==> src/rtl/psum_accumulator_pkg.sv <==
// Shared definitions for the partial-sum accumulator and the array top.
//   psum_width(size) : width of one column partial sum leaving the array
//   acc_width(pw)    : accumulator lane width (4 guard bits over the column sum)
//   lane_lsb(l, w)   : LSB of lane l in a flat packed lane bus
//   PSUM_LANE(c, w)  : part-select body for lane c of width w in a flat bus
`ifndef PSUM_LANE
`define PSUM_LANE(c, w) (c)*(w) +: (w)
`endif

package psum_accumulator_pkg;

  // 8b x 4b products, 4 bits of in-column growth, plus log2 of the column count.
  function automatic int psum_width(input int size);
    return 8 + 4 + 4 + $clog2(size);
  endfunction

  function automatic int acc_width(input int pw);
    return pw + 4;
  endfunction

  function automatic int lane_lsb(input int lane, input int width);
    return lane * width;
  endfunction

endpackage

==> src/rtl/psum_out_fifo.sv <==
// Two-entry first-word-fall-through output FIFO with a sticky overflow flag.
//   push/push_data : write a finished row (dropped if full and not popping)
//   out_data       : head register, valid while out_valid
//   out_ready      : consumer takes the head when out_valid && out_ready
//   overflow       : set when a push is dropped, held until rst
module psum_out_fifo #(
  parameter int WIDTH = 8
) (
  input  logic             clk,
  input  logic             rst,
  input  logic             push,
  input  logic [WIDTH-1:0] push_data,
  output logic [WIDTH-1:0] out_data,
  output logic             out_valid,
  input  logic             out_ready,
  output logic             overflow
);

  logic [WIDTH-1:0] head_q, tail_q;
  logic [1:0]       count_q;
  logic             pop, accept;

  assign out_valid = (count_q != 2'd0);
  assign out_data  = head_q;
  assign pop       = out_valid && out_ready;
  // A pop in the same cycle frees a slot, so a full FIFO can still accept.
  assign accept    = push && ((count_q != 2'd2) || pop);

  always_ff @(posedge clk) begin
    if (rst) begin
      head_q   <= '0;
      tail_q   <= '0;
      count_q  <= 2'd0;
      overflow <= 1'b0;
    end else begin
      if (push && !accept) overflow <= 1'b1;
      case ({accept, pop})
        2'b10: begin
          if (count_q == 2'd0) head_q <= push_data;
          else                 tail_q <= push_data;
          count_q <= count_q + 2'd1;
        end
        2'b01: begin
          head_q  <= tail_q;
          count_q <= count_q - 2'd1;
        end
        2'b11: begin
          // Count is unchanged; only the entry order shifts.
          if (count_q == 2'd1) begin
            head_q <= push_data;
          end else begin
            head_q <= tail_q;
            tail_q <= push_data;
          end
        end
        default: ;
      endcase
    end
  end

endmodule

==> src/rtl/psum_accumulator.sv <==
// Bottom-of-array partial-sum accumulator.
// Deskews the SIZE column partial-sum streams of the systolic array, accumulates
// each aligned row into a ROWS-deep accumulator across K-tiles, and emits rows
// flagged Tile_last through a 2-entry valid/ready FIFO.
//   Partial_Sum_in       : SIZE lanes, lane c arrives c cycles after lane 0
//   Partial_Sum_in_valid : lane-0 valid; Tile_first/Tile_last sampled with it
//   Out_data/Out_valid/Out_ready : finished row stream (same lane packing)
//   Overflow             : sticky, a finished row was dropped on a full FIFO
//   Row_ptr              : accumulator row the next aligned beat targets
module psum_accumulator
  import psum_accumulator_pkg::*;
#(
  parameter int SIZE              = 8,
  parameter int PARTIAL_SUM_WIDTH = psum_width(SIZE),
  parameter int ACC_WIDTH         = acc_width(PARTIAL_SUM_WIDTH),
  parameter int ROWS              = 8
) (
  input  logic                                clk,
  input  logic                                rst,
  input  logic [SIZE*PARTIAL_SUM_WIDTH-1:0]   Partial_Sum_in,
  input  logic                                Partial_Sum_in_valid,
  input  logic                                Tile_first,
  input  logic                                Tile_last,
  output logic [SIZE*ACC_WIDTH-1:0]           Out_data,
  output logic                                Out_valid,
  input  logic                                Out_ready,
  output logic                                Overflow,
  output logic [$clog2(ROWS)-1:0]             Row_ptr
);

  localparam int PW     = PARTIAL_SUM_WIDTH;
  localparam int AW     = ACC_WIDTH;
  localparam int STAGES = SIZE - 1;
  localparam int RW     = $clog2(ROWS);

  function automatic logic [AW-1:0] sext(input logic [PW-1:0] v);
    return {{(AW-PW){v[PW-1]}}, v};
  endfunction

  // Control delay line: index 0 is the raw input, index STAGES is aligned
  // with the last column lane.
  logic [STAGES:0]         vld_pipe, first_pipe, last_pipe;
  logic [SIZE-1:0][PW-1:0] lane_al;
  logic [SIZE-1:0][AW-1:0] acc_mem [ROWS];
  logic [SIZE-1:0][AW-1:0] acc_rd, row_sum;
  logic                    beat_vld, beat_first, beat_last;

  assign vld_pipe[0]   = Partial_Sum_in_valid;
  assign first_pipe[0] = Tile_first;
  assign last_pipe[0]  = Tile_last;

  always_ff @(posedge clk) begin
    if (rst) begin
      vld_pipe[STAGES:1]   <= '0;
      first_pipe[STAGES:1] <= '0;
      last_pipe[STAGES:1]  <= '0;
    end else begin
      vld_pipe[STAGES:1]   <= vld_pipe[STAGES-1:0];
      first_pipe[STAGES:1] <= first_pipe[STAGES-1:0];
      last_pipe[STAGES:1]  <= last_pipe[STAGES-1:0];
    end
  end

  assign beat_vld   = vld_pipe[STAGES];
  assign beat_first = first_pipe[STAGES];
  assign beat_last  = last_pipe[STAGES];

  // Lane c needs SIZE-1-c stages to line up with the last lane. Lane data is
  // not reset: it is only consumed when the matching valid bit is set.
  for (genvar c = 0; c < SIZE; c++) begin : g_lane
    localparam int D = STAGES - c;
    if (D == 0) begin : g_thru
      assign lane_al[c] = Partial_Sum_in[`PSUM_LANE(c, PW)];
    end else begin : g_dly
      logic [D-1:0][PW-1:0] dly;
      always_ff @(posedge clk) begin
        dly[0] <= Partial_Sum_in[`PSUM_LANE(c, PW)];
        for (int i = 1; i < D; i++) dly[i] <= dly[i-1];
      end
      assign lane_al[c] = dly[D-1];
    end
  end

  assign acc_rd = acc_mem[Row_ptr];

  // Tile_first overwrites the row; otherwise add, wrapping modulo 2^AW.
  always_comb begin
    row_sum = '0;
    for (int c = 0; c < SIZE; c++)
      row_sum[c] = beat_first ? sext(lane_al[c]) : acc_rd[c] + sext(lane_al[c]);
  end

  // Accumulator storage has no reset; a pass always starts with Tile_first.
  always_ff @(posedge clk) begin
    if (beat_vld && !rst) acc_mem[Row_ptr] <= row_sum;
  end

  // Row pointer walks rows on every aligned beat, independent of tile flags.
  always_ff @(posedge clk) begin
    if (rst)
      Row_ptr <= '0;
    else if (beat_vld)
      Row_ptr <= (Row_ptr == RW'(ROWS-1)) ? '0 : Row_ptr + 1'b1;
  end

  // The freshly computed sum (not the stored row) goes to the FIFO, so a
  // finished row leaves on the same edge it is accumulated.
  psum_out_fifo #(
    .WIDTH (SIZE*AW)
  ) u_out_fifo (
    .clk       (clk),
    .rst       (rst),
    .push      (beat_vld && beat_last),
    .push_data (row_sum),
    .out_data  (Out_data),
    .out_valid (Out_valid),
    .out_ready (Out_ready),
    .overflow  (Overflow)
  );

endmodule
==> config.mk <==
export PLATFORM = sky130hd
export DESIGN_NAME = psum_accumulator
export DESIGN_NICKNAME = d
export VERILOG_FILES = /design/src/rtl/psum_accumulator_pkg.sv /design/src/rtl/psum_out_fifo.sv /design/src/rtl/psum_accumulator.sv
export SDC_FILE = /design/constraint.sdc
export NUM_CORES = 2
export LEC_CHECK = 0
export CAP_MARGIN = 10
export CORE_UTILIZATION = 45
export CTS_CLUSTER_SIZE = 16
export DETAILED_ROUTE_END_ITERATION = 12
export PLACE_DENSITY_LB_ADDON = 0.08
export SLEW_MARGIN = 20
export SYNTH_ARGS = -nofsm -noshare
export SYNTH_HDL_FRONTEND = slang
export SYNTH_SLANG_ARGS = --single-unit
==> constraint.sdc <==
create_clock -name clk -period 30.4 [get_ports clk]
set_input_delay 4.56 -clock clk [delete_from_list [all_inputs] [get_ports clk]]
set_output_delay 4.56 -clock clk [all_outputs]
set_load 0.05 [all_outputs]
* Word level (Yosys, flattened, before mapping)
Memories as Yosys holds them, arrays and structs flattened. A register that Yosys moved wholly into a read port is not among the register bits. Cells that the tools add are included.
Storage, ports and cells: input port bits 158, flip-flop bits (word level) 927, output and inout port bits 189, memories kept 1, logic and storage cells 92, RAM bits 1472
Operators by class: add/sub/neg operators 11, reduce and logical (&&, ||, !) cells 15, equal/unequal tests 9, mux-type cells 20
Memory list:
- acc_mem | depth 8, width 184, read ports 1, clocked after Yosys merged registers in 1, write ports 1, RTL line psum_accumulator.sv:44 | logic [SIZE-1:0][AW-1:0] acc_mem [ROWS];
Operators with widths (number):
- $mux W184 | 4
- $pmux W184 S3 | 1
- $pmux W184 S2 | 1
- $add A23 B23 Y23 | 8
- $mux W23 | 8
- $mux W3 | 3
- $ne A2 B2 Y1 const B | 3
- $reduce_bool A2 Y1 | 3
- $logic_and A1 B1 Y1 | 5
- $eq A2 B1 Y1 const B | 2
- $eq A2 B2 Y1 const B | 2
- $pmux W2 S2 | 1
- $add A3 B1 Y3 const B | 1
- $eq A3 B3 Y1 const B | 1
- $reduce_and A3 Y1 | 1
- $reduce_bool A3 Y1 | 1
- $add A2 B1 Y2 const B | 1
- $logic_not A1 Y1 | 2
- $logic_not A2 Y1 | 1
- $mux W1 | 2
- $ne A2 B1 Y1 const B | 1
- $reduce_and A2 Y1 | 1
- $sub A2 B1 Y2 const B | 1
- $logic_or A1 B1 Y1 | 1

* Longest topological paths before layout
word-level depth 7, gate-level depth with buffers 19, gate-level depth less buffers 13

* Cells and area by module
A second synthesis with hierarchy kept.
Second synthesis, totals: cells, all modules 6177, area, all modules 91699.2 µm²
Modules (own cells, without submodules):
- psum_accumulator | instances 1, seq. area each 55393.1 µm², area an instance 77160.3 µm², cells an instance 4327
- psum_out_fifo | instances 1, seq. area each 7427.1 µm², area an instance 14538.9 µm², cells an instance 1850

* Worst setup path before layout
No wires, ideal clock.
path type input-to-reg, from input port rst, to memory acc_mem[6][0] (netlist name) (enable), path slack 6.924 ns, arrival 22.298 ns, cell stages on the path 3, library setup time 1.179 ns, buffers on the path 2, data required time 29.221 ns, cells stage by stage clkbuf_1 > clkbuf_1 > nor4_1
On the way: longest elaborated chain between the ends 4
Ends and longest elaborated chain:
- from (decl) | RTL line psum_accumulator.sv:19 | input logic rst,
- $logic_not A1 Y1 | RTL line psum_accumulator.sv:95 | if (beat_vld && !rst) acc_mem[Row_ptr] <= row_sum;
- $logic_and A1 B1 Y1 | RTL line psum_accumulator.sv:95
- $mux W1 | RTL line psum_accumulator.sv:95
- $mux W1 (implied by the code) | RTL line psum_accumulator.sv:95
- to (decl) | RTL line psum_accumulator.sv:44
Every way passes these cells.

==> impl_results.md <==
- Fill count: 16600
- Area of the die: just over 0.2 mm2
- Row cnt: 165
- Status: complete, no violations
- FF+latch area: between 0.06 and 0.07 mm2
- Worst-Margin Slew: between 1 and 1.5 ns
- Net count reported at finish: 6820
- Crit. Startpoint: Partial_Sum_in[133]
- Root Buffer: clkbuf_16
- Crit Path Class: in -> reg
- Port bufs: 346
- Hold Crit Start: g_lane[4].g_dly.dly[4]
- FMAX: 131 MHz
- Synthesized instance count: a little over 6000
- H-tree levels: 4
- Final std cell area, no fill: 0.107 mm2
- Crit path capture type: flop
- Non-filler instance count after layout: 9364
- Core box area: 0.202 mm2
- Most frequent cells in the layout: 1472 x edfxtp_1, 926 x dfxtp_1, 469 x nor2_1
- Max_slew headroom: 0.200
- Vias per cell: 5.67
- Total of warnings raised by yosys: 0
- Period utilization: 0.250
- Post-DP Area: between 0.09 and 0.1 mm2
- Data arrival, critical path: about 8.4 ns
- GP Congestion: around 0.83
- CP Max Fanout: 10
- Chip width: 453 um
- I/O pin cnt: 347
- Vias in the first global route: between 50000 and 60000
- Post-CTS resize count: 0
- Hold buffers post-CTS: 0
- Worst endpoint required time: ~31 ns
- Post-CTS Setup Inserts: 0
- Drt drc: 0
- Area Overhead vs Synth: 16.5%
- Die height: around 450 um
- Via count: roughly 53000
- Total GRT Usage: 0.233
- CTS Buffer Depth: 3
- Post-Synthesis Net Count: between 6000 and 7000
- Multi-input logic area: about 0.027 mm2
- Commonest non-fill, non-tap cell in the layout: edfxtp_1
- Setup slack after layout: roughly 23 ns
- Clk sinks: 2402
- Leakage: 36.4 nW
- Worst hold path class: reg -> reg
- Number of unique standard cell types used by synthesis: 79
- Clk_skew: around 0.047 ns
- Pwr Total: 0.00752 W
- Final Hold Fails: 0
- Crit path largest cell delay: 0.86 ns
- Synthesized flop and latch total: approximately 2400
- Layout cell share with drive strength beyond 1: 0.170
- EDFF count, synth: between 1000 and 1500
- RSZ-0062 raised after global routing: false
- Cells along the critical path: clkdlybuf4s50_1 -> ha_1 -> fa_1 -> a211oi_1 -> o21ba_2 -> or3_1 -> a211oi_1 -> nor3_1 -> xor2_1 -> o21ai_0 -> nor2_1 -> o21ai_0
- Antenna viol nets, final: 0
- Routed WL: 240000 um
- Setup_tns: 0 ns
- Pre-antenna DRT Iters: 5
- Fin. max-slew vios: 0
- WL per Instance: 25.6 um
- Mapped cell area: around 0.09 mm2
- Inst Count DP: approximately 9000
- Starting density of the core: 0.453
- Grt ovf: 0
- TritonCTS Buffers: 240
- CTS tree: done
- Max-cap violations: 0
- First-pass GRT wire length: approximately 350000 um
- Worst-path clk slew: roughly 0.060 ns
- Post-synth ARST share: 0
- DP HPWL: 144000 um
- Register area share after synthesis: 0.687
- Clk Latency, worst-skew pair: ~0.9 ns
- Maximum vdd drop: 63.9 uV
- Pin count of the biggest net entering global routing: 170
- Setup-failing EPs final: 0
- Slowest-stage cell, CP: o21ai_0
- Syn Area/Cell: about 15 um2
- Dpl ws: 21.99 ns
- Minimum clock period: about 7.6 ns
- Initial antenna violation count: 8
- Power per cell area: between 70 and 80 mW/mm2
- Initial DRC count: approximately 4500
- CP startpoint kind: primary input
- Top FF cell, synth: edfxtp_1
-- cell type report --
cell class / instances / area share
repair buffers: 451 / 0.0415
clock buffers: 333 / 0.0670
multi-input cells: 3271 / 0.255
flip-flops and latches: 2402 / 0.590
well taps: 2672 / 0.0314
diodes: 1 / 0.0000235
inverters: 107 / 0.00382
clock inverters: 127 / 0.0115
-- flip-flops by register name, summed over array words and instances, names as in the netlist, named ones only --
signal	count
first_pipe	6
beat_first	1
acc_mem	1472
last_pipe	6
u_out_fifo.count_q	2
beat_last	1
u_out_fifo.tail_q	184
vld_pipe	6
u_out_fifo.out_data	184
Row_ptr	3
g_lane.g_dly.dly	532
beat_vld	1
u_out_fifo.overflow	1
-- cells in the mapped netlist, types with 32 or more instances --
master | instances | area, um2
a211oi_1 | 106 | 796
buf_1 | 38 | 143
mux2i_1 | 63 | 631
a22oi_1 | 41 | 308
a31oi_1 | 50 | 313
a21oi_1 | 310 | 1550
ha_1 | 181 | 2260
mux2_2 | 185 | 2080
a21o_1 | 68 | 510
mux4_2 | 368 | 8290
xnor2_1 | 71 | 622
o21ai_0 | 273 | 1370
o21a_1 | 38 | 285
nor3_1 | 130 | 651
nor2b_1 | 34 | 213
dfxtp_1 | 930 | 18600
nand2_1 | 369 | 1390
nor2_1 | 471 | 1770
xor2_1 | 50 | 438
and3_1 | 32 | 200
o211ai_1 | 39 | 293
nand3_1 | 47 | 235
inv_1 | 107 | 402
clkbuf_1 | 244 | 916
edfxtp_1 | 1472 | 44200
-- per-layer routing --
layer | GRT usage | vias up | part of all wire
met5 | 0 | - | 0
met4 | 0.0752 | 0 | 0.030
met3 | 0.0313 | 318 | 0.050
met2 | 0.382 | 1490 | 0.48
met1 | 0.321 | 27200 | 0.44
li1 | - | 24000 | -
-- worst paths after layout --
path	to	slack [ns]	depth (start not counted)
hold reg to reg	g_lane[4].g_dly.dly[23]	0.29	0
setup / recovery	u_out_fifo.out_data[179]	22.79	12
hold / removal	g_lane[4].g_dly.dly[23]	0.29	0
setup reg to reg	acc_mem[4][85]	23.54	15
-- kinds of logic after synthesis --
group | count (synthesis) | share of synthesized area
DFF | 2402 | 0.687
AOI/OAI and AO/OA | 1137 | 0.0793
and+or+nand+nor | 1208 | 0.0581
muxes | 616 | 0.120
adders and majority gates | 189 | 0.0265
xor gates and xnor gates | 121 | 0.0116
buffers and inverters | 419 | 0.0176
-- power by group --
part           internal (W)  switching [W]  total [W]
sequential          0.00358      0.0000839    0.00366
combinational      0.000230       0.000562   0.000793
clock               0.00179        0.00127    0.00306
total               0.00560        0.00192    0.00752
-- critical path: cells and delay by family --
| family | cells | cell delay [ns] |
|---|---|---|
| adders and majority gates | 2 | 0.75 |
| and+or+nand+nor | 3 | 0.59 |
| AOI/OAI and AO/OA | 5 | 1.91 |
| buffers and inverters | 1 | 0.49 |
| xor gates and xnor gates | 1 | 0.09 |
-- metrics by stage --
stage          hold slack (ns)   util
6_report                 0.293  0.527
5_1_grt                  0.310  0.527
4_1_cts                  0.297  0.527
3_5_place_dp             0.312  0.486
3_3_place_gp             0.309  0.486
2_1_floorplan            0.310      -
Note: power is estimated with default switching activity, not from simulation.
